`config.mk`:
```
export PLATFORM = sky130hd
export DESIGN_NAME = mano_io_port_flat
export DESIGN_NICKNAME = d
export VERILOG_FILES = /design/src/rtl/mano_io_pkg.sv /design/src/rtl/mano_io_port_if.sv /design/src/rtl/io_sync_fifo.sv /design/src/rtl/mano_io_port.sv /design/src/flat_wrapper.sv
export SDC_FILE = /design/constraint.sdc
export NUM_CORES = 1
export LEC_CHECK = 0
export ABC_AREA = 0
export ABC_CLOCK_PERIOD_IN_PS = 2480
export CORE_MARGIN = 8
export CORE_UTILIZATION = 30
export CTS_CLUSTER_DIAMETER = 200
export DETAILED_ROUTE_END_ITERATION = 6
export DONT_BUFFER_PORTS = 1
export GPL_TIMING_DRIVEN = 0
export HOLD_SLACK_MARGIN = 0.05
export PLACE_DENSITY = 0.47
export SKIP_LAST_GASP = 1
export SYNTH_ARGS = -nofsm -noshare
export SYNTH_HDL_FRONTEND = slang
export SYNTH_SLANG_ARGS = --single-unit
```
`constraint.sdc`:
```
create_clock -name CLK -period 2.48 [get_ports CLK]
set_input_delay 0.248 -clock CLK [delete_from_list [all_inputs] [get_ports CLK]]
set_output_delay 0.248 -clock CLK [all_outputs]
set_load 0.03 [all_outputs]
```
`src/rtl/mano_io_pkg.sv`:
```
// Shared definitions for the basic computer's FGI/FGO peripheral endpoint.
package mano_io_pkg;

    localparam int CHAR_W_DEF = 8;

    typedef enum logic [1:0] {
        O_IDLE = 2'd0,
        O_SEND = 2'd1,
        O_GAP  = 2'd2
    } out_state_e;

    localparam logic FGO_RST = 1'b1;

endpackage

```
`src/rtl/mano_io_port_if.sv`:
```
// Bus between the I/O endpoint and its CPU, keyboard and printer neighbours.
interface mano_io_port_if #(
    parameter int CHAR_W = 8
);
    logic [CHAR_W-1:0] inpr;
    logic              fgi;
    logic              clr_fgi;
    logic [CHAR_W-1:0] outr_in;
    logic              ld_outr;
    logic [CHAR_W-1:0] outr;
    logic              fgo;
    logic              out_ovr;
    logic              kbd_valid;
    logic [CHAR_W-1:0] kbd_data;
    logic              kbd_ready;
    logic              prn_valid;
    logic [CHAR_W-1:0] prn_data;
    logic              prn_ready;

    modport slave (
        output inpr, fgi, outr, fgo, out_ovr, kbd_ready, prn_valid, prn_data,
        input  clr_fgi, outr_in, ld_outr, kbd_valid, kbd_data, prn_ready
    );

    modport master (
        input  inpr, fgi, outr, fgo, out_ovr, kbd_ready, prn_valid, prn_data,
        output clr_fgi, outr_in, ld_outr, kbd_valid, kbd_data, prn_ready
    );
endinterface

```
`src/rtl/io_sync_fifo.sv`:
```
// Small synchronous FIFO used as the keyboard character buffer.
module io_sync_fifo #(
    parameter int WIDTH = 8,
    parameter int DEPTH = 4
) (
    input  logic             CLK,
    input  logic             RST,
    input  logic             push_i,
    input  logic [WIDTH-1:0] data_i,
    input  logic             pop_i,
    output logic             full_o,
    output logic             empty_o,
    output logic [WIDTH-1:0] head_o
);
    localparam int AW = $clog2(DEPTH);

    logic [WIDTH-1:0] mem_q [DEPTH];
    logic [AW-1:0]    wr_ptr_q;
    logic [AW-1:0]    rd_ptr_q;
    logic [AW:0]      count_q;
    logic             push_ok_s;
    logic             pop_ok_s;

    assign push_ok_s = push_i & ~full_o;
    assign pop_ok_s  = pop_i & ~empty_o;
    assign full_o    = (count_q == (AW+1)'(DEPTH));
    assign empty_o   = (count_q == '0);
    assign head_o    = mem_q[rd_ptr_q];

    // Storage, wrapping pointers and occupancy; memory is cleared so inpr reads 0 after reset.
    always_ff @(posedge CLK) begin
        if (RST) begin
            for (int i = 0; i < DEPTH; i++) begin
                mem_q[i] <= '0;
            end
            wr_ptr_q <= '0;
            rd_ptr_q <= '0;
            count_q  <= '0;
        end else begin
            if (push_ok_s) begin
                mem_q[wr_ptr_q] <= data_i;
                wr_ptr_q        <= wr_ptr_q + 1'b1;
            end
            if (pop_ok_s) begin
                rd_ptr_q <= rd_ptr_q + 1'b1;
            end
            count_q <= count_q + {{AW{1'b0}}, push_ok_s} - {{AW{1'b0}}, pop_ok_s};
        end
    end
endmodule

```
`src/rtl/mano_io_port.sv`:
```
// Peripheral endpoint driving FGI/INPR from a keyboard buffer and FGO/OUTR toward a printer.
module mano_io_port
    import mano_io_pkg::*;
#(
    parameter int CHAR_W    = CHAR_W_DEF,
    parameter int KBD_DEPTH = 4,
    parameter int PRN_GAP   = 3
) (
    input  logic           CLK,
    input  logic           RST,
    mano_io_port_if.slave  io
);
    localparam int GAP_W = (PRN_GAP > 1) ? $clog2(PRN_GAP) : 1;

    logic              full_s;
    logic              empty_s;
    logic [CHAR_W-1:0] head_s;
    logic              fgi_s;
    logic              pop_s;
    logic              recover_q;

    out_state_e        state_q, state_d;
    logic [CHAR_W-1:0] outr_q, outr_d;
    logic              fgo_q, fgo_d;
    logic              prn_valid_q, prn_valid_d;
    logic              ovr_q, ovr_d;
    logic [GAP_W-1:0]  gap_q, gap_d;

    io_sync_fifo #(
        .WIDTH (CHAR_W),
        .DEPTH (KBD_DEPTH)
    ) u_kbd_fifo (
        .CLK     (CLK),
        .RST     (RST),
        .push_i  (io.kbd_valid),
        .data_i  (io.kbd_data),
        .pop_i   (pop_s),
        .full_o  (full_s),
        .empty_o (empty_s),
        .head_o  (head_s)
    );

    // The recover cycle forces a low FGI after every pop so each character gets its own flag edge.
    assign fgi_s = ~empty_s & ~recover_q;
    assign pop_s = io.clr_fgi & fgi_s;

    assign io.inpr      = head_s;
    assign io.fgi       = fgi_s;
    assign io.kbd_ready = ~full_s;
    assign io.outr      = outr_q;
    assign io.prn_data  = outr_q;
    assign io.fgo       = fgo_q;
    assign io.prn_valid = prn_valid_q;
    assign io.out_ovr   = ovr_q;

    // Input-side recover flag.
    always_ff @(posedge CLK) begin
        if (RST) begin
            recover_q <= 1'b0;
        end else begin
            recover_q <= pop_s;
        end
    end

    // Output channel state registers.
    always_ff @(posedge CLK) begin
        if (RST) begin
            state_q     <= O_IDLE;
            outr_q      <= '0;
            fgo_q       <= FGO_RST;
            prn_valid_q <= 1'b0;
            ovr_q       <= 1'b0;
            gap_q       <= '0;
        end else begin
            state_q     <= state_d;
            outr_q      <= outr_d;
            fgo_q       <= fgo_d;
            prn_valid_q <= prn_valid_d;
            ovr_q       <= ovr_d;
            gap_q       <= gap_d;
        end
    end

    // Output FSM next state; a load outside O_IDLE (even on the edge fgo rises) is only flagged.
    always_comb begin
        state_d     = state_q;
        outr_d      = outr_q;
        fgo_d       = fgo_q;
        prn_valid_d = prn_valid_q;
        ovr_d       = ovr_q;
        gap_d       = gap_q;
        case (state_q)
            O_IDLE: begin
                if (io.ld_outr) begin
                    outr_d      = io.outr_in;
                    fgo_d       = 1'b0;
                    prn_valid_d = 1'b1;
                    state_d     = O_SEND;
                end else begin
                    fgo_d = 1'b1;
                end
            end
            O_SEND: begin
                if (io.ld_outr) begin
                    ovr_d = 1'b1;
                end else begin
                    ovr_d = ovr_q;
                end
                if (io.prn_ready) begin
                    prn_valid_d = 1'b0;
                    if (PRN_GAP == 0) begin
                        fgo_d   = 1'b1;
                        state_d = O_IDLE;
                    end else begin
                        gap_d   = GAP_W'(PRN_GAP - 1);
                        state_d = O_GAP;
                    end
                end else begin
                    prn_valid_d = 1'b1;
                end
            end
            O_GAP: begin
                if (io.ld_outr) begin
                    ovr_d = 1'b1;
                end else begin
                    ovr_d = ovr_q;
                end
                if (gap_q == '0) begin
                    fgo_d   = 1'b1;
                    state_d = O_IDLE;
                end else begin
                    gap_d = gap_q - 1'b1;
                end
            end
            default: begin
                state_d     = O_IDLE;
                fgo_d       = FGO_RST;
                prn_valid_d = 1'b0;
            end
        endcase
    end
endmodule

```
`src/flat_wrapper.sv`:
```
// flat-port wrapper written by rule: the top's interface ports become plain ports
module mano_io_port_flat import mano_io_pkg::*;
#(
    parameter int CHAR_W    = CHAR_W_DEF,
    parameter int KBD_DEPTH = 4,
    parameter int PRN_GAP   = 3
)
  (CLK, RST, io_inpr, io_fgi, io_outr, io_fgo, io_out_ovr, io_kbd_ready, io_prn_valid, io_prn_data, io_clr_fgi, io_outr_in, io_ld_outr, io_kbd_valid, io_kbd_data, io_prn_ready);
  mano_io_port_if #(.CHAR_W(CHAR_W)) io_i ();
  input  logic CLK;
  input  logic RST;
  output wire logic [$bits(io_i.inpr)-1:0] io_inpr;
  output wire logic [$bits(io_i.fgi)-1:0] io_fgi;
  output wire logic [$bits(io_i.outr)-1:0] io_outr;
  output wire logic [$bits(io_i.fgo)-1:0] io_fgo;
  output wire logic [$bits(io_i.out_ovr)-1:0] io_out_ovr;
  output wire logic [$bits(io_i.kbd_ready)-1:0] io_kbd_ready;
  output wire logic [$bits(io_i.prn_valid)-1:0] io_prn_valid;
  output wire logic [$bits(io_i.prn_data)-1:0] io_prn_data;
  input wire logic [$bits(io_i.clr_fgi)-1:0] io_clr_fgi;
  input wire logic [$bits(io_i.outr_in)-1:0] io_outr_in;
  input wire logic [$bits(io_i.ld_outr)-1:0] io_ld_outr;
  input wire logic [$bits(io_i.kbd_valid)-1:0] io_kbd_valid;
  input wire logic [$bits(io_i.kbd_data)-1:0] io_kbd_data;
  input wire logic [$bits(io_i.prn_ready)-1:0] io_prn_ready;
  assign io_inpr = io_i.inpr;
  assign io_fgi = io_i.fgi;
  assign io_outr = io_i.outr;
  assign io_fgo = io_i.fgo;
  assign io_out_ovr = io_i.out_ovr;
  assign io_kbd_ready = io_i.kbd_ready;
  assign io_prn_valid = io_i.prn_valid;
  assign io_prn_data = io_i.prn_data;
  assign io_i.clr_fgi = io_clr_fgi;
  assign io_i.outr_in = io_outr_in;
  assign io_i.ld_outr = io_ld_outr;
  assign io_i.kbd_valid = io_kbd_valid;
  assign io_i.kbd_data = io_kbd_data;
  assign io_i.prn_ready = io_prn_ready;
  mano_io_port #(.CHAR_W(CHAR_W), .KBD_DEPTH(KBD_DEPTH), .PRN_GAP(PRN_GAP)) u_core (.CLK(CLK), .RST(RST), .io(io_i));
endmodule
```
==> flow_metrics.tcl <==
set metrics [dict create \
    seqPwrFrac 0.431 \
    setup_viol 0 \
    p_total_mw 3.09 \
    critPathLaunch "u_core.u_kbd_fifo.count_q[1]" \
    synth_fp_nets 250 \
    synth-edff-count 32 \
    synthFlopType "edfxtp_1" \
    crit_family "adder cells" \
    synth_common_cells "and2_1 (33), edfxtp_1 (32), dfxtp_1 (25)" \
    p_sw_mw 1.11 \
    crit_fanout 4 \
    layoutNonFillerInstCount 354 \
    intPower_mw 1.98 \
    finClkSkew_ps 13.4 \
    wire_per_inst_um 16.1 \
    endpoint "u_core.u_kbd_fifo.count_q[2]" \
    maxCapViolations 0 \
    cts_tree "done" \
    drtAntennaViolNets 0 \
    drive_above_1_share 0.207 \
    path_cells "nor3_2, nor3b_2, ha_1, inv_1, ha_1, fa_1, xnor2_1, xnor2_1, nor2_1" \
    async_flop_share 0 \
    finalCritPeriodShare 0.886 \
    grt.total_usage 0.101 \
    cp_data_arrival_time_ps 2430 \
    die_h_um 110 \
    final_nets 270 \
    start_util 0.305 \
    synth-seq-cells 57 \
    synthTopCellsByArea "edfxtp_1 (36%), dfxtp_1 (19%), and2_1 (7.8%)" \
    dieWidth_um 110 \
    drt-total-wl_mm 5.70 \
    drc 0 \
    diodes 0 \
    h-tree-depth 3 \
    cts_sinks 57 \
    p_per_area_nw_per_um2 1010 \
    synth_area_sq_um 2640 \
    design_area_sq_um 3060 \
    crit_type "reg -> reg" \
    post_drt_via_cell_ratio 4.70 \
    clock.fmax_ghz 0.455 \
    pin_count 51 \
    sw_frac_of_total 0.359 \
    grt_setup_unrepaired "false" \
    cp.depth 9 \
    r2r-start "u_core.u_kbd_fifo.count_q[1]" \
    rows 34 \
    grt_pass1_vias 1710 \
    timing.slew.headroom 0.154 \
    dr.pass1.iters 4 \
    syn_inst 221 \
    yosysMostFrequentCell "and2_1" \
    crit_path_start_kind "flop" \
    grt_max_degree 12 \
    dr_total_vias 1663 \
    p_clk_frac 0.278 \
    gp_congestion 0.705 \
    utilization 0.354 \
    worst_path_max_delay_cell "fa_1" \
    grt_pass1_wl_mm 8.92 \
    end_kind "flop" \
    synth_top_area_cell "edfxtp_1" \
    place_area_sq_um 2770 \
    place_hpwl_mm 3.86 \
    coreArea_sq_um 8640 \
    worstHoldPathType "in -> reg" \
    drt_iter0_drc 61 \
    antenna_found_initial 0 \
    slew_viol_final 0 \
    clk_pin_slew_ps 70 \
    ys_types 38 \
    reg2reg_depth 9 \
    r2r_slack_ps 280 \
    dp.cells 329 \
    ctsLongestPathBuffers 2 \
    die_area_sq_um 12000 \
    syn2layout_area_growth_pct 16.0 \
    status "complete, no violations" \
    crit_required_ps 2720 \
    cp_num_buf_inv 1 \
    worst_pin_slew_ps 1260 \
    numCtsBuffers 9 \
    final_hold_viol_count 0 \
    numPortBuffers 0 \
    irDropWorstVdd_uv 355 \
    combPwrFrac 0.290 \
    whs_path_depth 2 \
    leakage_nw 1.16 \
    slowest_delay_ps 430 \
    ys_warn_count 0 \
    grt_overflow 0 \
    rr_endpoint "u_core.u_kbd_fifo.count_q[2]" \
    tns_ps 0 \
    synth_top_area_frac 0.364 \
    period_minus_slack_ps 2200 \
    syn_avg_cell_area_sq_um 11.9 \
    clock_latency_ps 350 \
    cts_root_buffer "clkbuf_8" \
    seq_area_frac_synth 0.554 \
]
## stage by stage
step	setup WS [ps]	hold WS, ps
2_1_floorplan	276	384
3_3_place_gp	97.1	387
3_5_place_dp	75.7	390
4_1_cts	46.0	52.1
5_1_grt	60.1	57.3
6_report	284	63.7
## power groups by stage
stage | clock network [mW] | registers [mW] | logic (mW)
6_report | 0.861 | 1.33 | 0.898
5_1_grt | 0.921 | 1.36 | 0.991
4_1_cts | 0.876 | 1.33 | 0.905
3_5_place_dp | 0 | 1.35 | 0.891
3_3_place_gp | 0 | 1.35 | 0.888
2_1_floorplan | 0 | 1.33 | 0.752
## registers in the layout, indices dropped and copies added, names as in the netlist, named ones only
name	count
u_core.u_kbd_fifo.mem_q	32
u_core.io.outr	8
u_core.io.prn_valid	1
u_core.gap_q	2
u_core.recover_q	1
u_core.io.out_ovr	1
u_core.u_kbd_fifo.count_q	3
u_core.u_kbd_fifo.rd_ptr_q	2
u_core.io.fgo	1
u_core.state_q	2
u_core.u_kbd_fifo.wr_ptr_q	2
## per-layer routing
metal	global-route usage	wire length, um
met1	0.114	2450
met5	0	0
met3	0.0510	487
met4	0.0579	107
met2	0.151	2660
## worst min path at each step
| stage | start | slack [ps] | to |
|---|---|---|---|
| after floorplan | io_outr_in[0] | 380 | u_core.io.outr[0] |
| after global placement | io_outr_in[4] | 390 | u_core.io.outr[4] |
| after detailed placement | io_outr_in[4] | 390 | u_core.io.outr[4] |
| after CTS | io_ld_outr | 50 | u_core.io.out_ovr |
| after global routing | io_ld_outr | 60 | u_core.io.out_ovr |
| final | io_ld_outr | 60 | u_core.io.out_ovr |
## final cells by class
type / count / area, sq um
fill: 864 / 5580
multi-input combinational: 137 / 1040
buffer: 15 / 91.3
inverter: 12 / 47.5
timing repair buffer: 9 / 87.6
clock buffer: 9 / 124
clock inverter: 7 / 70.1
sequential: 57 / 1460
tap: 108 / 135
## logic make-up (layout without fill, tap and decap cells)
kind of cell	after synthesis	count (layout)	share of synthesized area
mux	11	11	0.0812
simple gates	87	87	0.196
flops	57	57	0.554
compound gates	30	30	0.0736
fa+ha+maj	7	7	0.0361
xor+xnor	2	2	0.00665
buf+inv	27	52	0.0527
## cells in the final DEF (no fill, tap or decap), types with 2 or more instances in the layout
cell,instances
a21oi_1,12
and2_1,33
buf_2,4
buf_4,9
clkbuf_1,2
clkbuf_8,9
clkinv_2,3
dfxtp_1,25
dlygate4sd3_1,8
edfxtp_1,32
ha_1,6
inv_1,11
mux2_2,3
mux4_2,8
nand2_1,23
nand3_1,2
nor2_1,9
nor2b_1,8
nor3_1,2
nor4_4,2
o21ai_0,4
o21ai_1,2
o21bai_1,2
o311a_1,2
o311ai_0,2
xnor2_1,2
## repair_timing
| action | in CTS | in global routing |
|---|---|---|
| hold endpoints to repair | 8 | 0 |
| gates resized for setup | 0 | 1 |
| hold buffers | 8 | 0 |
| setup buffers | 0 | 1 |
| setup endpoints to repair | 0 | 1 |
Note: power is estimated with default switching activity, not from simulation.
